$ cat src/rtl/regfile_wb_arbiter_if.sv
// Writeback bus between the execute/memory requesters, decode and the arbiter.
// Carries the ALU and load valid/ready requests, the decode issue strobe, and
// the registered register-file write port plus scoreboard and arbitration state.
//   slave  : arbiter side (drives readies, rf_* write port, busy_mask, last_grant)
//   master : requester/decode side (drives valids, rd/data, issue_en/issue_rd)
interface regfile_wb_arbiter_if #(
  parameter int unsigned DATA_W = 16,
  parameter int unsigned ADDR_W = 4,
  parameter int unsigned NREG   = 16
);
  logic              alu_valid;
  logic              alu_ready;
  logic [ADDR_W-1:0] alu_rd;
  logic [DATA_W-1:0] alu_data;
  logic              ld_valid;
  logic              ld_ready;
  logic [ADDR_W-1:0] ld_rd;
  logic [DATA_W-1:0] ld_data;
  logic              issue_en;
  logic [ADDR_W-1:0] issue_rd;
  logic              rf_write_en;
  logic [ADDR_W-1:0] rf_rd;
  logic [DATA_W-1:0] rf_data;
  logic [NREG-1:0]   busy_mask;
  logic              last_grant;

  modport slave (
    input  alu_valid, alu_rd, alu_data,
    input  ld_valid, ld_rd, ld_data,
    input  issue_en, issue_rd,
    output alu_ready, ld_ready,
    output rf_write_en, rf_rd, rf_data,
    output busy_mask, last_grant
  );

  modport master (
    output alu_valid, alu_rd, alu_data,
    output ld_valid, ld_rd, ld_data,
    output issue_en, issue_rd,
    input  alu_ready, ld_ready,
    input  rf_write_en, rf_rd, rf_data,
    input  busy_mask, last_grant
  );
endinterface

$ cat src/rtl/regfile_wb_arbiter.sv
// Writeback controller for the register file's single write port.
// Round-robin arbitrates between the ALU and load unit, registers the winning
// write for one cycle in front of the register file, and maintains the
// pending-write scoreboard (busy_mask) used by decode for RAW stalls.
// Ports:
//   clk  : rising-edge clock
//   rst  : synchronous active-high reset
//   bus  : regfile_wb_arbiter_if.slave (requests, issue strobe, rf write port,
//          busy_mask, last_grant; readies are combinational, the rest registered)
module regfile_wb_arbiter #(
  parameter int unsigned DATA_W = 16,
  parameter int unsigned ADDR_W = 4,
  parameter int unsigned NREG   = 16
) (
  input  logic                 clk,
  input  logic                 rst,
  regfile_wb_arbiter_if.slave  bus
);

  // Arbitration state equals last_grant: 1 = load won last (ALU has priority).
  localparam logic [0:0] PRI_LD  = 1'b0;
  localparam logic [0:0] PRI_ALU = 1'b1;

  logic [0:0]        last_grant_q, last_grant_d;
  logic              rf_write_en_q, rf_write_en_d;
  logic [ADDR_W-1:0] rf_rd_q, rf_rd_d;
  logic [DATA_W-1:0] rf_data_q, rf_data_d;
  logic [NREG-1:0]   busy_q, busy_d;
  logic              alu_grant_c, ld_grant_c;

  // Arbitration: readies and next priority state.
  always_comb begin
    alu_grant_c  = 1'b0;
    ld_grant_c   = 1'b0;
    last_grant_d = last_grant_q;
    if (!rst) begin
      if (last_grant_q == PRI_ALU) begin
        if (bus.alu_valid)     alu_grant_c = 1'b1;
        else if (bus.ld_valid) ld_grant_c  = 1'b1;
      end else begin
        if (bus.ld_valid)       ld_grant_c  = 1'b1;
        else if (bus.alu_valid) alu_grant_c = 1'b1;
      end
    end
    if (alu_grant_c)     last_grant_d = PRI_LD;
    else if (ld_grant_c) last_grant_d = PRI_ALU;
  end

  // Write stage and scoreboard next state.
  always_comb begin
    rf_write_en_d = 1'b0;
    rf_rd_d       = rf_rd_q;
    rf_data_d     = rf_data_q;
    busy_d        = busy_q;
    if (alu_grant_c) begin
      rf_rd_d       = bus.alu_rd;
      rf_data_d     = bus.alu_data;
      rf_write_en_d = (bus.alu_rd != '0);
    end else if (ld_grant_c) begin
      rf_rd_d       = bus.ld_rd;
      rf_data_d     = bus.ld_data;
      rf_write_en_d = (bus.ld_rd != '0);
    end
    // Clear first so a same-register reservation in this cycle wins.
    if (rf_write_en_q) busy_d[rf_rd_q] = 1'b0;
    if (bus.issue_en && (bus.issue_rd != '0)) busy_d[bus.issue_rd] = 1'b1;
    busy_d[0] = 1'b0;
  end

  always_ff @(posedge clk) begin
    if (rst) begin
      last_grant_q  <= PRI_ALU;
      rf_write_en_q <= 1'b0;
      rf_rd_q       <= '0;
      rf_data_q     <= '0;
      busy_q        <= '0;
    end else begin
      last_grant_q  <= last_grant_d;
      rf_write_en_q <= rf_write_en_d;
      rf_rd_q       <= rf_rd_d;
      rf_data_q     <= rf_data_d;
      busy_q        <= busy_d;
    end
  end

  assign bus.alu_ready   = alu_grant_c;
  assign bus.ld_ready    = ld_grant_c;
  assign bus.rf_write_en = rf_write_en_q;
  assign bus.rf_rd       = rf_rd_q;
  assign bus.rf_data     = rf_data_q;
  assign bus.busy_mask   = busy_q;
  assign bus.last_grant  = last_grant_q[0];

endmodule
$ cat src/flat_wrapper.sv
// flat-port wrapper written by rule: the top's interface ports become plain ports
module regfile_wb_arbiter_flat 
#(
  parameter int unsigned DATA_W = 16,
  parameter int unsigned ADDR_W = 4,
  parameter int unsigned NREG   = 16
)
  (clk, rst, bus_alu_valid, bus_alu_rd, bus_alu_data, bus_ld_valid, bus_ld_rd, bus_ld_data, bus_issue_en, bus_issue_rd, bus_alu_ready, bus_ld_ready, bus_rf_write_en, bus_rf_rd, bus_rf_data, bus_busy_mask, bus_last_grant);
  regfile_wb_arbiter_if #(.DATA_W(DATA_W), .ADDR_W(ADDR_W), .NREG(NREG)) bus_i ();
  input  logic clk;
  input  logic rst;
  input wire logic [$bits(bus_i.alu_valid)-1:0] bus_alu_valid;
  input wire logic [$bits(bus_i.alu_rd)-1:0] bus_alu_rd;
  input wire logic [$bits(bus_i.alu_data)-1:0] bus_alu_data;
  input wire logic [$bits(bus_i.ld_valid)-1:0] bus_ld_valid;
  input wire logic [$bits(bus_i.ld_rd)-1:0] bus_ld_rd;
  input wire logic [$bits(bus_i.ld_data)-1:0] bus_ld_data;
  input wire logic [$bits(bus_i.issue_en)-1:0] bus_issue_en;
  input wire logic [$bits(bus_i.issue_rd)-1:0] bus_issue_rd;
  output wire logic [$bits(bus_i.alu_ready)-1:0] bus_alu_ready;
  output wire logic [$bits(bus_i.ld_ready)-1:0] bus_ld_ready;
  output wire logic [$bits(bus_i.rf_write_en)-1:0] bus_rf_write_en;
  output wire logic [$bits(bus_i.rf_rd)-1:0] bus_rf_rd;
  output wire logic [$bits(bus_i.rf_data)-1:0] bus_rf_data;
  output wire logic [$bits(bus_i.busy_mask)-1:0] bus_busy_mask;
  output wire logic [$bits(bus_i.last_grant)-1:0] bus_last_grant;
  assign bus_i.alu_valid = bus_alu_valid;
  assign bus_i.alu_rd = bus_alu_rd;
  assign bus_i.alu_data = bus_alu_data;
  assign bus_i.ld_valid = bus_ld_valid;
  assign bus_i.ld_rd = bus_ld_rd;
  assign bus_i.ld_data = bus_ld_data;
  assign bus_i.issue_en = bus_issue_en;
  assign bus_i.issue_rd = bus_issue_rd;
  assign bus_alu_ready = bus_i.alu_ready;
  assign bus_ld_ready = bus_i.ld_ready;
  assign bus_rf_write_en = bus_i.rf_write_en;
  assign bus_rf_rd = bus_i.rf_rd;
  assign bus_rf_data = bus_i.rf_data;
  assign bus_busy_mask = bus_i.busy_mask;
  assign bus_last_grant = bus_i.last_grant;
  regfile_wb_arbiter #(.DATA_W(DATA_W), .ADDR_W(ADDR_W), .NREG(NREG)) u_core (.clk(clk), .rst(rst), .bus(bus_i));
endmodule
$ cat config.mk
export PLATFORM = sky130hd
export DESIGN_NAME = regfile_wb_arbiter_flat
export DESIGN_NICKNAME = d
export VERILOG_FILES = /design/src/rtl/regfile_wb_arbiter_if.sv /design/src/rtl/regfile_wb_arbiter.sv /design/src/flat_wrapper.sv
export SDC_FILE = /design/constraint.sdc
export NUM_CORES = 1
export LEC_CHECK = 0
export CORE_UTILIZATION = 42
export CTS_CLUSTER_DIAMETER = 100
export CTS_CLUSTER_SIZE = 24
export DETAILED_ROUTE_END_ITERATION = 7
export GPL_TIMING_DRIVEN = 1
export PLACE_DENSITY = 0.85
export SLEW_MARGIN = 10
export SYNTH_ARGS = -nofsm -noshare
export SYNTH_HDL_FRONTEND = slang
export SYNTH_SLANG_ARGS = --single-unit
export TNS_END_PERCENT = 5
$ cat constraint.sdc
create_clock -name clk -period 3 [get_ports clk]
set_input_delay 0.45 -clock clk [delete_from_list [all_inputs] [get_ports clk]]
set_output_delay 0.45 -clock clk [all_outputs]
set_load 0.02 [all_outputs]
**Word level (Yosys, flattened, before mapping)**

Index checks and enable logic that the tools add are counted.

- Mux-type cells: 22
- Reduce and logical (&&, ||, !) cells: 7
- Bitwise gates (word level): 3
- Order comparisons: 4

Operators with widths:

| kind | count |
|---|---|
| $mux W16 | 4 |
| $and A16 B16 Y16 | 1 |
| $not A16 Y16 | 1 |
| $or A16 B16 Y16 | 1 |
| $mux W1 | 14 |
| $reduce_bool A4 Y1 | 3 |
| $lt A4 B5 Y1 const B | 2 |
| $demux W1 S4 | 2 |
| $ge A4 B1 Y1 const B | 2 |
| $mux W4 | 2 |
| $logic_and A1 B1 Y1 | 3 |
| $reduce_bool A2 Y1 | 1 |

- Logic and storage cells: 42
- Input bits: 49
- Register bits after elaboration: 38
- Output and inout bits: 40

**Depth between registers and ports, before layout**

Gate-level depths: netlist (run 1).

- Depth after elaboration: 9
- Gate-level depth with buffers: 5

**Worst setup path after synthesis (run 1)**

No wires, ideal clock.

- Path type: input-to-output
- From: in rst
- To: out bus_alu_ready
- Stages on the path: 5
- Setup slack: 1512 ps
- Data required time: 2550 ps
- Data arrival time: 1038 ps
- Cells stage by stage: buf_6 > nor2b_4 > nand2_2 > buf_6 > inv_1

- Longest elaborated chain between the ends: 1

RTL lines:

| what | line | source |
|---|---|---|
| from (decl) | flat_wrapper.sv:11 | `input logic rst;` |
| $mux W1 | regfile_wb_arbiter.sv:36 | `if (!rst) begin` |
| to (decl) | flat_wrapper.sv:20 | `output wire logic [$bits(bus_i.alu_ready)-1:0] bus_alu_ready;` |

No other way between the ends.

**Final worst setup path (run 1)**

- From: in bus_alu_valid
- To: out bus_alu_ready

- Longest elaborated chain between the ends: 4

RTL lines:

| what | line | source |
|---|---|---|
| from (decl) | flat_wrapper.sv:12 | `input wire logic [$bits(bus_i.alu_valid)-1:0] bus_alu_valid;` |
| $mux W1 (*) | regfile_wb_arbiter.sv:38, regfile_wb_arbiter.sv:42 |  |
| $mux W1 | regfile_wb_arbiter.sv:41 | `if (bus.ld_valid) ld_grant_c = 1'b1;` |
| $mux W1 (*) | regfile_wb_arbiter.sv:37 | `if (last_grant_q == PRI_ALU) begin` |
| $mux W1 (*) | regfile_wb_arbiter.sv:36 |  |

Mark *: on every way between the ends. The rest lies on a longest branch, timed or not.

==> results.cfg, run 1 <==
[placed_design]
place_area_um2 = 2591
place_congestion = 0.8313
io_buffers = 87
place_hpwl_um = 3610

[global_route]
antenna_found_initial = 0
track_usage_pct = 24.63
first_global_vias = 1687
gr-total-overflow = 0
grt_max_degree = 24
grt_pass1_wl_um = 7866

[cells_and_area]
layout_common_cells = clkdlybuf4s50_1 (87), dfxtp_1 (37), and3_1 (21)
layout_commonest_cell = clkdlybuf4s50_1
layout-drive-gt1-share_pct = 6.950
multi_input_area_um2 = 852.1
n_antenna_cell = 0
layout.nets = 309
syn_to_final_growth_pct = 58.01
fillers = 313
design_area_um2 = 2665
seq_area_um2 = 740.7

[drt]
drtPass1Iterations = 4
drc = 0
drt-initial-drc-count = 135
routed_wl_um = 4934
wl_per_cell_um = 16.07
detailroute.via_count = 1729
via_per_inst = 5.632
antenna_left = 0

[pwr]
ir_drop_uv = 266.7
powerDensity_nw_per_um2 = 431.5
p_leak_nw = 1.018

[critical_path]
end_kind = output port
cp_slowest_cell = clkdlybuf4s50_1
cp.required_ns = 2.55
r2r_end = u_core.bus.rf_data[12]
cpPeakStageDelay_ns = 0.59
ff2ff_path_depth = 4
path_common_cell = clkdlybuf4s50_1
startpoint_type = input pin
cp_max_fo = 4
path_class = in2out
regToRegSetupSlack_ns = 1.68
r2r-start = u_core.bus.last_grant
crit_chain = clkdlybuf4s50_1 > nor2b_4 > nand2_2 > inv_1 > clkdlybuf4s50_1
arrival_ns = 1.91

[logic_synthesis]
synth_top_area_share_pct = 43.92
yosysWarnings = 0
synth-seq-cells = 37
synth_nets = 222
synth_cell_types = 29
syn_inst = 173
synth_top_cells_by_area = dfxtp_1 (44%), a221o_1 (12%), nor3b_1 (8.9%)
yosys.area.top_type = dfxtp_1
avgSynthCellArea_um2 = 9.749
synth_area_um2 = 1687
ys_seq_area_share_pct = 43.92

[sta]
timing.final.crit_period_ns = 2.358
hold_violations = 0
finClkSkew_ns = 0.003166
fmax_mhz = 424.0
min_period_over_period_pct = 78.61
grt_setup_unrepaired = no
setup_viol = 0
drv_slew = 0
setup_tns_ns = 0

[clock_tree]
cts_root_buf = clkbuf_8
clock-sinks = 37
path_clk_slew_ns = 0.07
insertion_delay_ns = 0.29
cts_tree = done
clk_path_buf_depth = 2
post_cts_resized = 0
hold_buffers = 0
postCtsSetupBuffers = 0
cts_buffers = 5
htree_levels = 2

[floorplanning]
die_width_um = 65.37
start_util_pct = 45.05
num_rows = 22
coreArea_um2 = 3744
fp.dieH_um = 65.37
ioPinCount = 89
die_area_um2 = 4273

[worst_hold_path]
hp-start = u_core.bus.rf_data[15]
hold_class = reg2reg
hold_end = u_core.bus.rf_data[15]
worstHoldPathCells = 1

[status]
outcome = complete, no violations

[run]
maxCapViolCount = 0
[synthesized netlist by cell type]
cell type and count:
buf_6 3, nor3b_1 20, nor3_1 1, or3_1 1
o2bb2ai_1 1, buf_2 7, or3b_1 1, inv_1 1
and3_1 21, or4_1 1, o211ai_1 12, nand3b_1 5
nor4_1 1, conb_1 1, nand2_1 4, clkinv_1 1
o21ai_1 1, nor2_1 2, nand3_1 3, a221o_1 20
dfxtp_1 37, nand2b_1 3, buf_4 1, nand2_2 1
or3b_2 1, o21ai_0 15, nor2b_4 1, clkbuf_1 4
o311ai_0 3
[power breakdown]
part | leakage [nW] | switching, W | internal, W
clock network | 0.0399 | 0.000165 | 0.000153
logic | 0.673 | 0.000124 | 0.000159
registers | 0.305 | 0.0000258 | 0.000524
total | 1.02 | 0.000314 | 0.000836
[routing by layer]
layer  track usage (%)  wire (µm)  vias to the layer above
li1                  -          -                      849
met1             27.36       1996                      806
met2             42.78       2475                       65
met3             7.465        371                        9
met4             11.14         91                        0
met5                 0          0                        -
[flip-flops by register name, summed over array words and instances (netlist names)]
| name | count |
|---|---|
| u_core.bus.busy_mask | 15 |
| u_core.bus.last_grant | 1 |
| u_core.bus.rf_data | 16 |
| u_core.bus.rf_rd | 4 |
| u_core.bus.rf_write_en | 1 |
[metrics by stage]
step           power (W)  std cells  worst slack [ns]  utilization (%)  hold WS [ns]
4_1_cts         0.001159        307            0.6422            71.19        0.4913
6_report        0.001150        307            0.6416            71.19        0.4936
5_1_grt         0.001206        307            0.6019            71.19        0.5133
3_5_place_dp   0.0008414        301            0.6466            69.22        0.4742
3_3_place_gp   0.0008385        301            0.6498            69.22        0.4771
2_1_floorplan  0.0006882        173             1.512                -        0.5698
[kinds of logic (layout without fill, tap and decap cells)]
family	Yosys count	count (layout)	synth area share (%)
flip-flops	37	37	43.92
other	1	1	0.2223
AO/OA/AOI/OAI	52	52	24.04
buffers and inverters	17	103	5.860
AND/OR/NAND/NOR	66	66	25.96
[worst max-delay path, delay by kind of cell]
family / cells / cell delay, ns
buffers and inverters: 3 / 1.20
AND/OR/NAND/NOR: 2 / 0.26
[how the worst max path moves through the flow]
stage / startpoint / end / slack, ns
2_1_floorplan: rst / bus_alu_ready / 1.51
3_3_place_gp: bus_alu_valid / bus_alu_ready / 0.65
6_report: bus_alu_valid / bus_alu_ready / 0.64
3_5_place_dp: bus_alu_valid / bus_alu_ready / 0.65
5_1_grt: bus_alu_valid / bus_alu_ready / 0.60
4_1_cts: bus_alu_valid / bus_alu_ready / 0.64
[final cells by class]
class | count | area share, %
tap | 48 | 2.254
clock buffer | 5 | 2.582
timing repair buffer | 95 | 34.93
multi-input combinational | 119 | 31.97
clock inverter | 1 | 0.1878
inverter | 2 | 0.2817
sequential | 37 | 27.79
No activity file was read; power rests on OpenSTA's default activity.
==> run 2, diff against run 1 <==
Settings changed: CORE_UTILIZATION 42 to 39, PLACE_DENSITY 0.85 to 0.8.
Clock period 3 ns to 2.2 ns, I/O delays scaled along.
==> results.cfg, run 2 (synthesis results as in run 1) <==
[status]
outcome = complete, no violations

[critical_path]
cp.required_ns = 1.87
cpPeakStageDelay_ns = 0.61
cp_num_buf_inv = 3
path_class = in2out
cp_slowest_cell = clkdlybuf4s50_1
arrival_ns = 1.80
crit_family = buffers and inverters
regToRegSetupSlack_ns = 0.92
cp_max_fo = 5
crit_chain = clkdlybuf4s50_1 > clkinv_1 > and3_1 > clkdlybuf4s50_1
startpoint_type = input pin
path_common_cell = clkdlybuf4s50_1
r2r-start = u_core.bus.last_grant
ff2ff_path_depth = 4
r2r_end = u_core.bus.rf_rd[3]
end_kind = output port

[placed_design]
io_buffers = 87
dp.cells = 304
place_area_um2 = 2601
place_hpwl_um = 3609
place_congestion = 0.8025

[clock_tree]
htree_levels = 2
cts_buffers = 5
postCtsSetupBuffers = 0
insertion_delay_ns = 0.29
path_clk_slew_ns = 0.07
cts_tree = done
hold_buffers = 0
clock-sinks = 37
cts_root_buf = clkbuf_8
post_cts_resized = 0
clk_path_buf_depth = 2

[sta]
setup_tns_ns = 0
relSlewSlack_pct = 57.63
min_period_over_period_pct = 96.98
hold_violations = 0
setup_viol = 0
grt_setup_unrepaired = no
drv_slew = 0
finClkSkew_ns = 0.004447
tightest_slew_ns = 0.6321
fmax_mhz = 468.7
timing.final.crit_period_ns = 2.133

[global_route]
first_global_vias = 1628
gr-total-overflow = 0
grt_max_degree = 22
grt_pass1_wl_um = 7493
track_usage_pct = 22.36
antenna_found_initial = 0

[drt]
drtPass1Iterations = 4
drc = 0
wl_per_cell_um = 15.40
routed_wl_um = 4804
antenna_left = 0
drt-initial-drc-count = 103
via_per_inst = 5.532
detailroute.via_count = 1726

[cells_and_area]
layout.nets = 310
n_antenna_cell = 0
syn_to_final_growth_pct = 59.12
largest_register_ffs = 16
instances_no_fill = 312
layout-drive-gt1-share_pct = 7.634
design_area_um2 = 2684
fillers = 365
layout_commonest_cell = clkdlybuf4s50_1
layout_common_cells = clkdlybuf4s50_1 (87), dfxtp_1 (37), and3_1 (21)

[floorplanning]
coreArea_um2 = 4086
die_area_um2 = 4591
ioPinCount = 89
start_util_pct = 41.27
die_width_um = 67.76
fp.dieH_um = 67.76
num_rows = 23

[worst_hold_path]
worstHoldPathCells = 1
hp-start = u_core.bus.rf_data[5]
hold_class = reg2reg
hold_end = u_core.bus.rf_data[5]

[run]
maxCapViolCount = 0

[pwr]
powerDensity_nw_per_um2 = 593.1
ir_drop_uv = 299.6
p_leak_nw = 1.028
run 2: cell types whose count changed in the layout (fill, tap and decap cells not counted), sizes merged:
cell    before  now
buf          8    9
clkbuf       5    6
clkinv       2    3
run 2: metrics by stage:
step	hold slack [ns]	utilization, %	setup WS, ns	total power, W
floorplan	0.4626	-	0.8852	0.0009385
global placement	0.4696	63.66	0.08974	0.001145
detailed placement	0.4761	63.66	0.07522	0.001148
CTS	0.4983	65.68	0.07229	0.001605
global route	0.5197	65.68	0.007301	0.001667
finish	0.4919	65.68	0.06651	0.001592
run 2: where the power goes:
group	leakage [nW]	internal, W	switching, W
Clock	0.0450	0.000220	0.000238
Combinational	0.678	0.000218	0.000167
Sequential	0.305	0.000715	0.0000351
run 2: cell type report:
type                    instances  area, µm²  share of cell area, %
multi-input cells             119      852.1                  31.75
inverters                       2      7.507                 0.2797
flip-flops and latches         37      740.7                  27.60
clock inverters                 2      10.01                 0.3730
well taps                      50      62.56                  2.331
clock buffers                   6      72.57                  2.704
repair buffers                 96      938.4                  34.97
run 2: how the worst max path moves through the flow:
stage / cells after the start / slack [ns] / to / startpoint
finish: 4 / 0.07 / bus_ld_ready / rst
global route: 4 / 0.007 / bus_ld_ready / rst
CTS: 4 / 0.07 / bus_ld_ready / rst
detailed placement: 4 / 0.08 / bus_ld_ready / rst
global placement: 4 / 0.09 / bus_ld_ready / rst
floorplan: 4 / 0.89 / bus_alu_ready / u_core.bus.last_grant
run 2: per-layer routing:
metal	routed length [µm]	global-route usage, %	up-vias	part of all wire, %
li1	-	-	851	-
met1	1915	24.82	790	40
met2	2356	38.61	79	49
met3	484	9.122	6	10
met4	47	6.649	0	0.98
met5	0	0	-	0
==> run 3, diff against run 2 <==
Settings changed: ABC_AREA set to 1, CORE_UTILIZATION 39 to 41, PLACE_DENSITY 0.8 to 0.79, SLEW_MARGIN 10 to unset.
==> results.cfg, run 3 <==
[worst_hold_path]
hp-start = u_core.bus.busy_mask[2]
hold_end = u_core.bus.busy_mask[2]
worstHoldPathCells = 2
hold_class = reg2reg

[global_route]
grt_pass1_wl_um = 8776
track_usage_pct = 22.06
first_global_vias = 1999
top_usage_layer = met2
gr-total-overflow = 0
antenna_found_initial = 0
grt_max_degree = 23
gr-usage-met2_pct = 38.25
use_met1_pct = 25.82
grtUsageMet3_pct = 7.407

[drt]
drtPass1Iterations = 7
drt-initial-drc-count = 178
via_per_inst = 4.989
wl_per_cell_um = 11.98
drc = 8
detailroute.via_count = 2175
antenna_left = 0
routed_wl_um = 5222

[floorplanning]
coreArea_um2 = 4444
fp.dieH_um = 70.87
ioPinCount = 89
num_rows = 24
die_width_um = 70.87
start_util_pct = 43.75
die_area_um2 = 5022

[critical_path]
r2r-start = u_core.bus.last_grant
end_kind = output port
crit_family = buffers and inverters
path_common_cell = clkdlybuf4s50_1
r2r_end = u_core.bus.rf_rd[0]
cp.required_ns = 1.87
cp_slowest_cell = clkdlybuf4s50_1
path_class = in2out
cpPeakStageDelay_ns = 0.64
crit_chain = clkdlybuf4s50_1 > inv_6 > nand2_2 > a21oi_1 > clkdlybuf4s50_1
arrival_ns = 1.82
startpoint_type = input pin
cp_max_fo = 3
cp_num_buf_inv = 3
ff2ff_path_depth = 7
regToRegSetupSlack_ns = 1.00

[clock_tree]
htree_levels = 2
hold_buffers = 0
clk_path_buf_depth = 2
postCtsSetupBuffers = 0
insertion_delay_ns = 0.29
post_cts_resized = 0
clock-sinks = 37
path_clk_slew_ns = 0.07
cts_buffers = 5
cts_root_buf = clkbuf_8
cts_tree = done

[cells_and_area]
layout-drive-gt1-share_pct = 5.208
n_antenna_cell = 0
layout_commonest_cell = clkdlybuf4s50_1
syn_to_final_growth_pct = 49.68
largest_register_ffs = 16
layout.nets = 433
fillers = 420
layout_common_cells = clkdlybuf4s50_1 (87), nor2_1 (73), dfxtp_1 (37)

[logic_synthesis]
ys_async_sr_fraction_pct = 0
synth_cell_types = 22
synthTopCellsByCount = nor2_1 (73), dfxtp_1 (37), inv_1 (36), nand3_1 (35), nand2_1 (34)
synth-seq-cells = 37
synthFlopType = dfxtp_1
syn_inst = 299
synth_top_area_share_pct = 38.10
yosysWarnings = 0
synth_nets = 348
synth_area_um2 = 1944
synth_most_common_cell = nor2_1
avgSynthCellArea_um2 = 6.503
yosys.area.top_type = dfxtp_1
synth_edf_count = 0
synth_top_cells_by_area = dfxtp_1 (38%), nor2_1 (14%), nand3_1 (9.0%)
ys_seq_area_share_pct = 38.10

[sta]
min_period_over_period_pct = 97.80
post-route-worst-setup-slack_ns = 0.04834
drv_slew = 0
fmax_mhz = 464.8
setup_tns_ns = 0
finClkSkew_ns = 0.009893
relSlewSlack_pct = 50.03
timing.final.crit_period_ns = 2.152
setup_viol = 0
tightest_slew_ns = 0.7487
hold_violations = 0
grt_setup_unrepaired = no

[run]
maxCapViolCount = 0

[pwr]
ir_drop_uv = 248.4
powerDensity_nw_per_um2 = 569.0
pwr-share-clk_pct = 28.9
p_leak_nw = 1.219
netSwitchingFraction_pct = 29.17
p_seq_share_pct = 44.9
pwr-share-comb_pct = 26.2
p_int_w = 0.001173
switchingPower_w = 0.0004831

[status]
outcome = finished with violations
violations = design-rule violations

[placed_design]
place_hpwl_um = 3908
io_buffers = 87
place_congestion = 0.8464
dp_slack_ns = 0.04341
## run 3: routing by layer
metal | wire (µm) | share of wire [%] | up-vias
met5 | 0 | 0 | -
li1 | - | - | 1122
met2 | 2465 | 47 | 72
met1 | 2296 | 44 | 975
met4 | 58 | 1.1 | 0
met3 | 401 | 7.7 | 6
## run 3: through the flow
stage	total power (W)	util [%]	hold slack (ns)	cell area, µm²	cells
2_1_floorplan	0.0009793	-	0.4525	1944	299
3_3_place_gp	0.001184	63.54	0.4640	2824	429
3_5_place_dp	0.001191	63.54	0.4712	2824	429
4_1_cts	0.001666	65.48	0.4807	2910	436
5_1_grt	0.001734	65.48	0.5099	2910	436
6_report	0.001656	65.48	0.4811	2910	436
## run 3: worst max-delay path by stage
stage | startpoint | end | slack [ns] | depth (start not counted)
after global routing | rst | bus_ld_ready | 0.004 | 5
after floorplan | rst | bus_ld_ready | 0.94 | 4
after global placement | rst | bus_ld_ready | 0.04 | 5
final | rst | bus_ld_ready | 0.05 | 5
after detailed placement | rst | u_core.bus.rf_rd[0] | 0.04 | 7
after CTS | rst | bus_ld_ready | 0.03 | 5
## run 3: worst register-to-register path, cell delays in order, from the launching register on
cell	delay [ns]
dfxtp_1	0.39
inv_1	0.07
nand2_1	0.06
buf_4	0.24
nand3_1	0.11
nand2_1	0.10
nor2_1	0.04
nor2_1	0.11
## run 3: cells by family (layout without fill, tap and decap cells)
logic type,Yosys count,count (layout),synth area share (%)
and+or+nand+nor,154,154,34.04
AOI/OAI and AO/OA,54,54,14.67
buffers and inverters,53,138,13.00
DFF,37,37,38.10
other,1,1,0.1929
## run 3: cell type report
class | count | area [µm²] | area share, %
sequential | 37 | 740.7 | 25.45
tap | 52 | 65.06 | 2.236
clock buffer | 7 | 86.33 | 2.966
timing repair buffer | 94 | 923.4 | 31.73
inverter | 37 | 143.9 | 4.944
multi-input combinational | 209 | 950.9 | 32.67
## run 3: power by group through the flow
stage	Combinational, W	Clock (W)	Sequential, W
5_1_grt	0.000475	0.000511	0.000748
2_1_floorplan	0.000175	0	0.000805
3_3_place_gp	0.000428	0	0.000757
3_5_place_dp	0.000433	0	0.000758
4_1_cts	0.000436	0.000488	0.000743
6_report	0.000434	0.000479	0.000743
